**src/rtl/oclib_async_serial_tx_arbiter_pkg.sv**
```systemverilog
// Local types and sizing helpers for the async serial TX arbiter.
package oclib_async_serial_tx_arbiter_pkg;

    typedef enum logic [1:0] {
        ST_IDLE = 2'd0,
        ST_SEND = 2'd1,
        ST_WAIT = 2'd2
    } state_e;

    // Bit counter must hold the largest "bits remaining" value plus headroom.
    function automatic int unsigned count_width(input int unsigned total_bits);
        return $clog2(total_bits) + 1;
    endfunction

endpackage

```
**src/rtl/oclib_pkg.sv**
```systemverilog
// Library-wide constants shared across oclib blocks.
package oclib_pkg;

    localparam bit False = 1'b0;
    localparam bit True  = 1'b1;

endpackage

```
**src/rtl/oclib_module_reset.sv**
```systemverilog
// Optional reset synchronization followed by optional pipeline stages.
module oclib_module_reset #(
    parameter bit          ResetSync     = 1'b0,
    parameter int unsigned SyncCycles    = 3,
    parameter int unsigned ResetPipeline = 0
) (
    input  logic clock,
    input  logic reset_in,
    output logic reset_out
);

    logic synced;

    if (ResetSync) begin : g_sync
        oclib_synchronizer #(
            .Width      (1),
            .SyncCycles (SyncCycles)
        ) u_sync (
            .clock (clock),
            .din   (reset_in),
            .dout  (synced)
        );
    end else begin : g_nosync
        assign synced = reset_in;
    end

    if (ResetPipeline > 0) begin : g_pipe
        logic [ResetPipeline-1:0] pipe_q;

        always_ff @(posedge clock) begin
            pipe_q[0] <= synced;
            for (int i = 1; i < int'(ResetPipeline); i++) begin
                pipe_q[i] <= pipe_q[i-1];
            end
        end

        assign reset_out = pipe_q[ResetPipeline-1];
    end else begin : g_nopipe
        assign reset_out = synced;
    end

endmodule

```
**src/rtl/oclib_rr_picker.sv**
```systemverilog
// Round-robin picker: first set request searching upward from last+1, wrapping.
module oclib_rr_picker #(
    parameter int unsigned Requesters = 2
) (
    input  logic [Requesters-1:0]         req,
    input  logic [$clog2(Requesters)-1:0] last,
    output logic [$clog2(Requesters)-1:0] grant,
    output logic                          any
);

    localparam int unsigned IdxW = $clog2(Requesters);

    logic [IdxW-1:0] cand;

    always_comb begin
        grant = '0;
        any   = 1'b0;
        cand  = '0;
        for (int unsigned i = 1; i <= Requesters; i++) begin
            cand = IdxW'((32'(last) + i) % Requesters);
            if (!any && req[cand]) begin
                grant = cand;
                any   = 1'b1;
            end
        end
    end

endmodule

```
**src/rtl/oclib_synchronizer.sv**
```systemverilog
// Multi-flop synchronizer for signals crossing into the clock domain.
module oclib_synchronizer #(
    parameter int unsigned Width      = 1,
    parameter int unsigned SyncCycles = 3
) (
    input  logic             clock,
    input  logic [Width-1:0] din,
    output logic [Width-1:0] dout
);

    logic [Width-1:0] stage_q [SyncCycles];

    always_ff @(posedge clock) begin
        stage_q[0] <= din;
        for (int i = 1; i < int'(SyncCycles); i++) begin
            stage_q[i] <= stage_q[i-1];
        end
    end

    assign dout = stage_q[SyncCycles-1];

endmodule

```
**src/rtl/oclib_async_serial_tx_arbiter.sv**
```systemverilog
// Round-robin arbiter feeding a toggle-encoded, ack-paced serial link.
// Define OCLIB_ASYNC_SERIAL_ARB_ID_EN to prefix each word with the source ID.
module oclib_async_serial_tx_arbiter
    import oclib_async_serial_tx_arbiter_pkg::*;
#(
    parameter int unsigned Requesters    = 2,
    parameter int unsigned Width         = 8,
    parameter int unsigned SyncCycles    = 3,
    parameter bit          ResetSync     = oclib_pkg::False,
    parameter int unsigned ResetPipeline = 0
) (
    input  logic                               clock,
    input  logic                               reset,
    input  logic [Requesters-1:0][Width-1:0]   inData,
    input  logic [Requesters-1:0]              inValid,
    output logic [Requesters-1:0]              inReady,
    output logic [1:0]                         outData,
    input  logic                               outAck
);

    localparam int unsigned IdxW = $clog2(Requesters);
`ifdef OCLIB_ASYNC_SERIAL_ARB_ID_EN
    localparam int unsigned IdBits = IdxW;
`else
    localparam int unsigned IdBits = 0;
`endif
    localparam int unsigned TotalBits = Width + IdBits;
    localparam int unsigned CntW      = count_width(TotalBits);

    logic reset_int;
    logic ack_sync;
    logic [IdxW-1:0] pick_idx;
    logic pick_any;

    state_e state_q, state_d;
    logic [1:0] out_data_q, out_data_d;
    logic [TotalBits-1:0] shift_q, shift_d;
    logic [CntW-1:0] bit_count_q, bit_count_d;
    logic [IdxW-1:0] last_grant_q, last_grant_d;
    logic [Requesters-1:0] in_ready_c;

    oclib_module_reset #(
        .ResetSync     (ResetSync),
        .SyncCycles    (SyncCycles),
        .ResetPipeline (ResetPipeline)
    ) u_reset (
        .clock     (clock),
        .reset_in  (reset),
        .reset_out (reset_int)
    );

    oclib_synchronizer #(
        .Width      (1),
        .SyncCycles (SyncCycles)
    ) u_ack_sync (
        .clock (clock),
        .din   (outAck),
        .dout  (ack_sync)
    );

    oclib_rr_picker #(
        .Requesters (Requesters)
    ) u_picker (
        .req   (inValid),
        .last  (last_grant_q),
        .grant (pick_idx),
        .any   (pick_any)
    );

    // Ready is a same-cycle grant strobe so the source sees it on the capture edge.
    always_comb begin
        state_d      = state_q;
        out_data_d   = out_data_q;
        shift_d      = shift_q;
        bit_count_d  = bit_count_q;
        last_grant_d = last_grant_q;
        in_ready_c   = '0;
        case (state_q)
            ST_IDLE: begin
                if (pick_any) begin
                    in_ready_c[pick_idx] = !reset_int;
`ifdef OCLIB_ASYNC_SERIAL_ARB_ID_EN
                    shift_d = {inData[pick_idx], pick_idx};
`else
                    shift_d = inData[pick_idx];
`endif
                    bit_count_d  = CntW'(TotalBits - 1);
                    last_grant_d = pick_idx;
                    state_d      = ST_SEND;
                end
            end
            ST_SEND: begin
                if (shift_q[0]) begin
                    out_data_d[1] = ~out_data_q[1];
                end else begin
                    out_data_d[0] = ~out_data_q[0];
                end
                shift_d = shift_q >> 1;
                state_d = ST_WAIT;
            end
            ST_WAIT: begin
                // The receiver echoes link parity once it has consumed the bit.
                if (ack_sync == ^out_data_q) begin
                    if (bit_count_q != '0) begin
                        bit_count_d = bit_count_q - CntW'(1);
                        state_d     = ST_SEND;
                    end else begin
                        state_d = ST_IDLE;
                    end
                end
            end
            default: state_d = ST_IDLE;
        endcase
    end

    always_ff @(posedge clock) begin
        if (reset_int) begin
            state_q      <= ST_IDLE;
            out_data_q   <= 2'b00;
            shift_q      <= '0;
            bit_count_q  <= '0;
            last_grant_q <= IdxW'(Requesters - 1);
        end else begin
            state_q      <= state_d;
            out_data_q   <= out_data_d;
            shift_q      <= shift_d;
            bit_count_q  <= bit_count_d;
            last_grant_q <= last_grant_d;
        end
    end

    assign inReady = in_ready_c;
    assign outData = out_data_q;

endmodule

```
**config.mk**
```make
export PLATFORM = sky130hd
export DESIGN_NAME = oclib_async_serial_tx_arbiter
export DESIGN_NICKNAME = d
export VERILOG_FILES = /design/src/rtl/oclib_async_serial_tx_arbiter_pkg.sv /design/src/rtl/oclib_pkg.sv /design/src/rtl/oclib_module_reset.sv /design/src/rtl/oclib_rr_picker.sv /design/src/rtl/oclib_synchronizer.sv /design/src/rtl/oclib_async_serial_tx_arbiter.sv
export SDC_FILE = /design/constraint.sdc
export NUM_CORES = 1
export LEC_CHECK = 0
export ABC_AREA = 1
export CAP_MARGIN = 20
export CORE_MARGIN = 4
export CORE_UTILIZATION = 50
export CTS_BUF_LIST = sky130_fd_sc_hd__clkbuf_2 sky130_fd_sc_hd__clkbuf_4 sky130_fd_sc_hd__clkbuf_8
export DETAILED_ROUTE_END_ITERATION = 10
export GPL_TIMING_DRIVEN = 0
export PLACE_DENSITY = 0.81
export SYNTH_ARGS = -nofsm -noshare
export SYNTH_HDL_FRONTEND = slang
export SYNTH_HIERARCHICAL = 1
export SYNTH_SLANG_ARGS = --single-unit
```
**constraint.sdc**
```tcl
create_clock -name clock -period 1.85 [get_ports clock]
set_input_delay 0.37 -clock clock [delete_from_list [all_inputs] [get_ports clock]]
set_output_delay 0.37 -clock clock [all_outputs]
set_load 0.02 [all_outputs]
```
==> qor.csv <==
stage,metric,value,unit
run_status,status,finished clean,
clock_tree,Skew-Pair Late Insertion Delay,0.30,ns
drt,DR WL/cell,10.62,µm
yosys,Synth Cell Area,1025,µm²
global_routing,largest net degree at the start of global routing,13,
yosys,Syn Area/Cell,6.786,µm²
sta,final hold vios,0,
global_routing,vias in the first global route,940,
power_and_ir_drop,sequential power share,0.422,
min_path,HP Start,u_ack_sync/stage_q[0][0],
power_and_ir_drop,Comb power frac,0.298,
setup_path,Worst EP required,1.48,ns
layout,Area Growth Syn to Fin,32.72,%
floorplan,chip width,53.27,µm
layout,area occupied by multi-input gates,523.0,µm²
sta,Rel. slew slack,0.7750,
layout,fin cells,206,
sta,unrepaired setup endpoints after global routing,false,
floorplan,Top-Level Pins,25,
layout,Reg area,400.4,µm²
yosys,ys async rst share,0,
placed_design,dpl ws,-0.8831,ns
setup_path,CP Class,flip-flop to primary output,
sta,maximum clock rate,598.6,MHz
clock_tree,root buf cell,clkbuf_4,
power_and_ir_drop,Switch Pwr,0.3849,mW
power_and_ir_drop,Clk pwr share,0.280,
clock_tree,htree depth,1,
job,maxcap violations,0,
sta,fin crit period,1.671,ns
yosys,Main synth FF type,dfxtp_1,
drt,vias,1020,
placed_design,# port buffers,23,
layout,# diodes,0,
layout,layout cells sized above 1,0.1061,
drt,# DRC,0,
floorplan,DIE HEIGHT,53.27,µm
layout,most frequent cells in the layout,"nand2_1 (41), inv_1 (24), dfxtp_1 (20)",
sta,slew at the pin with the worst max-slew slack,0.3374,ns
setup_path,Setup crit end kind,primary output,
layout,filler cell count in the final layout,188,
drt,post-route ant nets,0,
global_routing,first-pass GRT wire length,3.581,mm
power_and_ir_drop,leakage,0.6380,nW
clock_tree,CTS Sinks,20,
power_and_ir_drop,Sw Share,0.3075,
yosys,sequential area share after synthesis,0.3907,
clock_tree,Bufs on Longest Clock Path,2,
clock_tree,"Clk pin slew, worst setup/hold paths",0.12,ns
floorplan,core area,1962,µm²
min_path,Hold WC Path Type,flip-flop to flip-flop,
setup_path,"Max FO, Critical Path",6,
sta,Slew Limit Fails,0,
floorplan,Rows,16,
yosys,cell count after synthesis,151,
power_and_ir_drop,PD cells,920.3,nW/µm²
setup_path,CP startpoint,last_grant_q,
yosys,Netlist cell types,25,
drt,Avg Vias per Cell,4.951,
drt,DR pass1 iterations,4,
global_routing,initial antenna violation count,0,
setup_path,startpoint of the worst register-to-register path,bit_count_q[0],
yosys,"Net Count, Synth",173,
yosys,Post-synth EDFFs,0,
sta,Setup WS post-layout,0.1793,ns
power_and_ir_drop,internal power,0.8667,mW
layout,final net count,202,
floorplan,Initial Util,0.5223,
drt,DR iter-0 viols,11,
yosys,Syn. warnings,6,
global_routing,gr usage total,0.1730,
setup_path,Worst EP arrival,1.30,ns
floorplan,die area,2838,µm²
sta,setup violators final,0,
yosys,register bit total from synthesis,20,
setup_path,Startpoint Class,flip-flop,
placed_design,cell count after placement,201,
clock_tree,TritonCTS clock tree,yes,
sta,clk_skew,0.008331,ns
layout,"most common cell after layout, fill and taps aside",nand2_1,
sta,Tcrit/Tclk final,0.9031,
power_and_ir_drop,maximum vdd ir drop,0.5448,mV
power_and_ir_drop,"Power, Total",1.252,mW
drt,Detailed Route WL,2.188,mm
clock_tree,clock buffer count from CTS,3,
placed_design,Detailed Place HPWL,1.726,mm
placed_design,Placer Congestion,0.8248,
global_routing,Overflow after GRT,0,
==> cell families (layout without fill, tap and decap cells) <==
group                    count (synthesis)  in the layout  share of synthesized area
AND/OR/NAND/NOR                         82             82                     0.3675
buffers and inverters                   29             57                     0.1172
adder cells (fa/ha/maj)                  1              1                    0.01221
AO/OA/AOI/OAI                           19             19                     0.1124
flip-flops                              20             20                     0.3907
==> power groups by stage <==
stage	clock (mW)	sequential, mW	combinational (mW)
2_1_floorplan	0	0.533	0.255
3_3_place_gp	0	0.532	0.356
3_5_place_dp	0	0.535	0.368
6_report	0.351	0.528	0.373
4_1_cts	0.361	0.527	0.375
5_1_grt	0.375	0.535	0.424
==> sequential cells by signal, indices dropped and copies added, names as in the netlist <==
register and cells:
shift_q 8, bit_count_q 4, u_ack_sync/stage_q 3, outData 2
state_q 2, last_grant_q 1
==> per-stage QoR <==
stage / cell area (µm²) / hold slack (ns) / utilization / TNS [ns]
floorplan: 1025 / 0.3096 / - / 0
global placement: 1289 / 0.3102 / 0.6569 / -3.660
detailed placement: 1289 / 0.3150 / 0.6569 / -3.553
CTS: 1360 / 0.3440 / 0.6932 / 0
global route: 1360 / 0.3481 / 0.6932 / 0
finish: 1360 / 0.3405 / 0.6932 / 0
==> area by class of cell <==
| class | instances | share of cell area |
|---|---|---|
| clock buffers | 3 | 0.01656 |
| repair buffers | 24 | 0.1674 |
| multi-input cells | 102 | 0.3845 |
| inverters | 26 | 0.07360 |
| clock inverters | 1 | 0.02208 |
| plain buffers | 3 | 0.01656 |
| flip-flops and latches | 20 | 0.2944 |
| well taps | 27 | 0.02484 |
==> final timing paths <==
| check | slack, ns | cells after the start | endpoint |
|---|---|---|---|
| worst min register to register | 0.34 | 0 | u_ack_sync/stage_q[0][1] |
| worst min-delay path | 0.34 | 0 | u_ack_sync/stage_q[0][1] |
| worst max register to register | 0.48 | 9 | bit_count_q[0] |
| worst max-delay path | 0.18 | 4 | inReady[0] |
==> metal layers <==
layer	global-route usage	vias up	part of all wire	wire length, µm
li1	-	532	-	-
met1	0.1698	463	0.43	945
met2	0.3327	21	0.51	1118
met3	0.02817	4	0.039	86
met4	0.09787	0	0.017	38
met5	0	-	0	0
==> worst max-delay path: stages, from the launching register on <==
cell and delay, ns:
dfxtp_1 0.40, a21oi_4 0.09, buf_4 0.16, nor3_1 0.17, buf_2 0.19
==> Yosys cell counts (2+ instances only) <==
cell | number | share of area
o21ai_0 | 2 | 0.0098
nand3_1 | 16 | 0.078
nand2_1 | 41 | 0.15
inv_1 | 25 | 0.092
or2_0 | 5 | 0.031
dfxtp_1 | 20 | 0.39
nor2_1 | 11 | 0.040
a21oi_1 | 8 | 0.039
nor3_1 | 2 | 0.0098
nand2_2 | 2 | 0.012
o211ai_1 | 5 | 0.037
==> repair_timing <==
action | CTS | global route
endpoints found under the setup margin | 7 | 0
hold buffers | 0 | 0
buffers inserted | 1 | 0
resized for setup | 19 | 0
No activity file was read; power rests on OpenSTA's default activity.
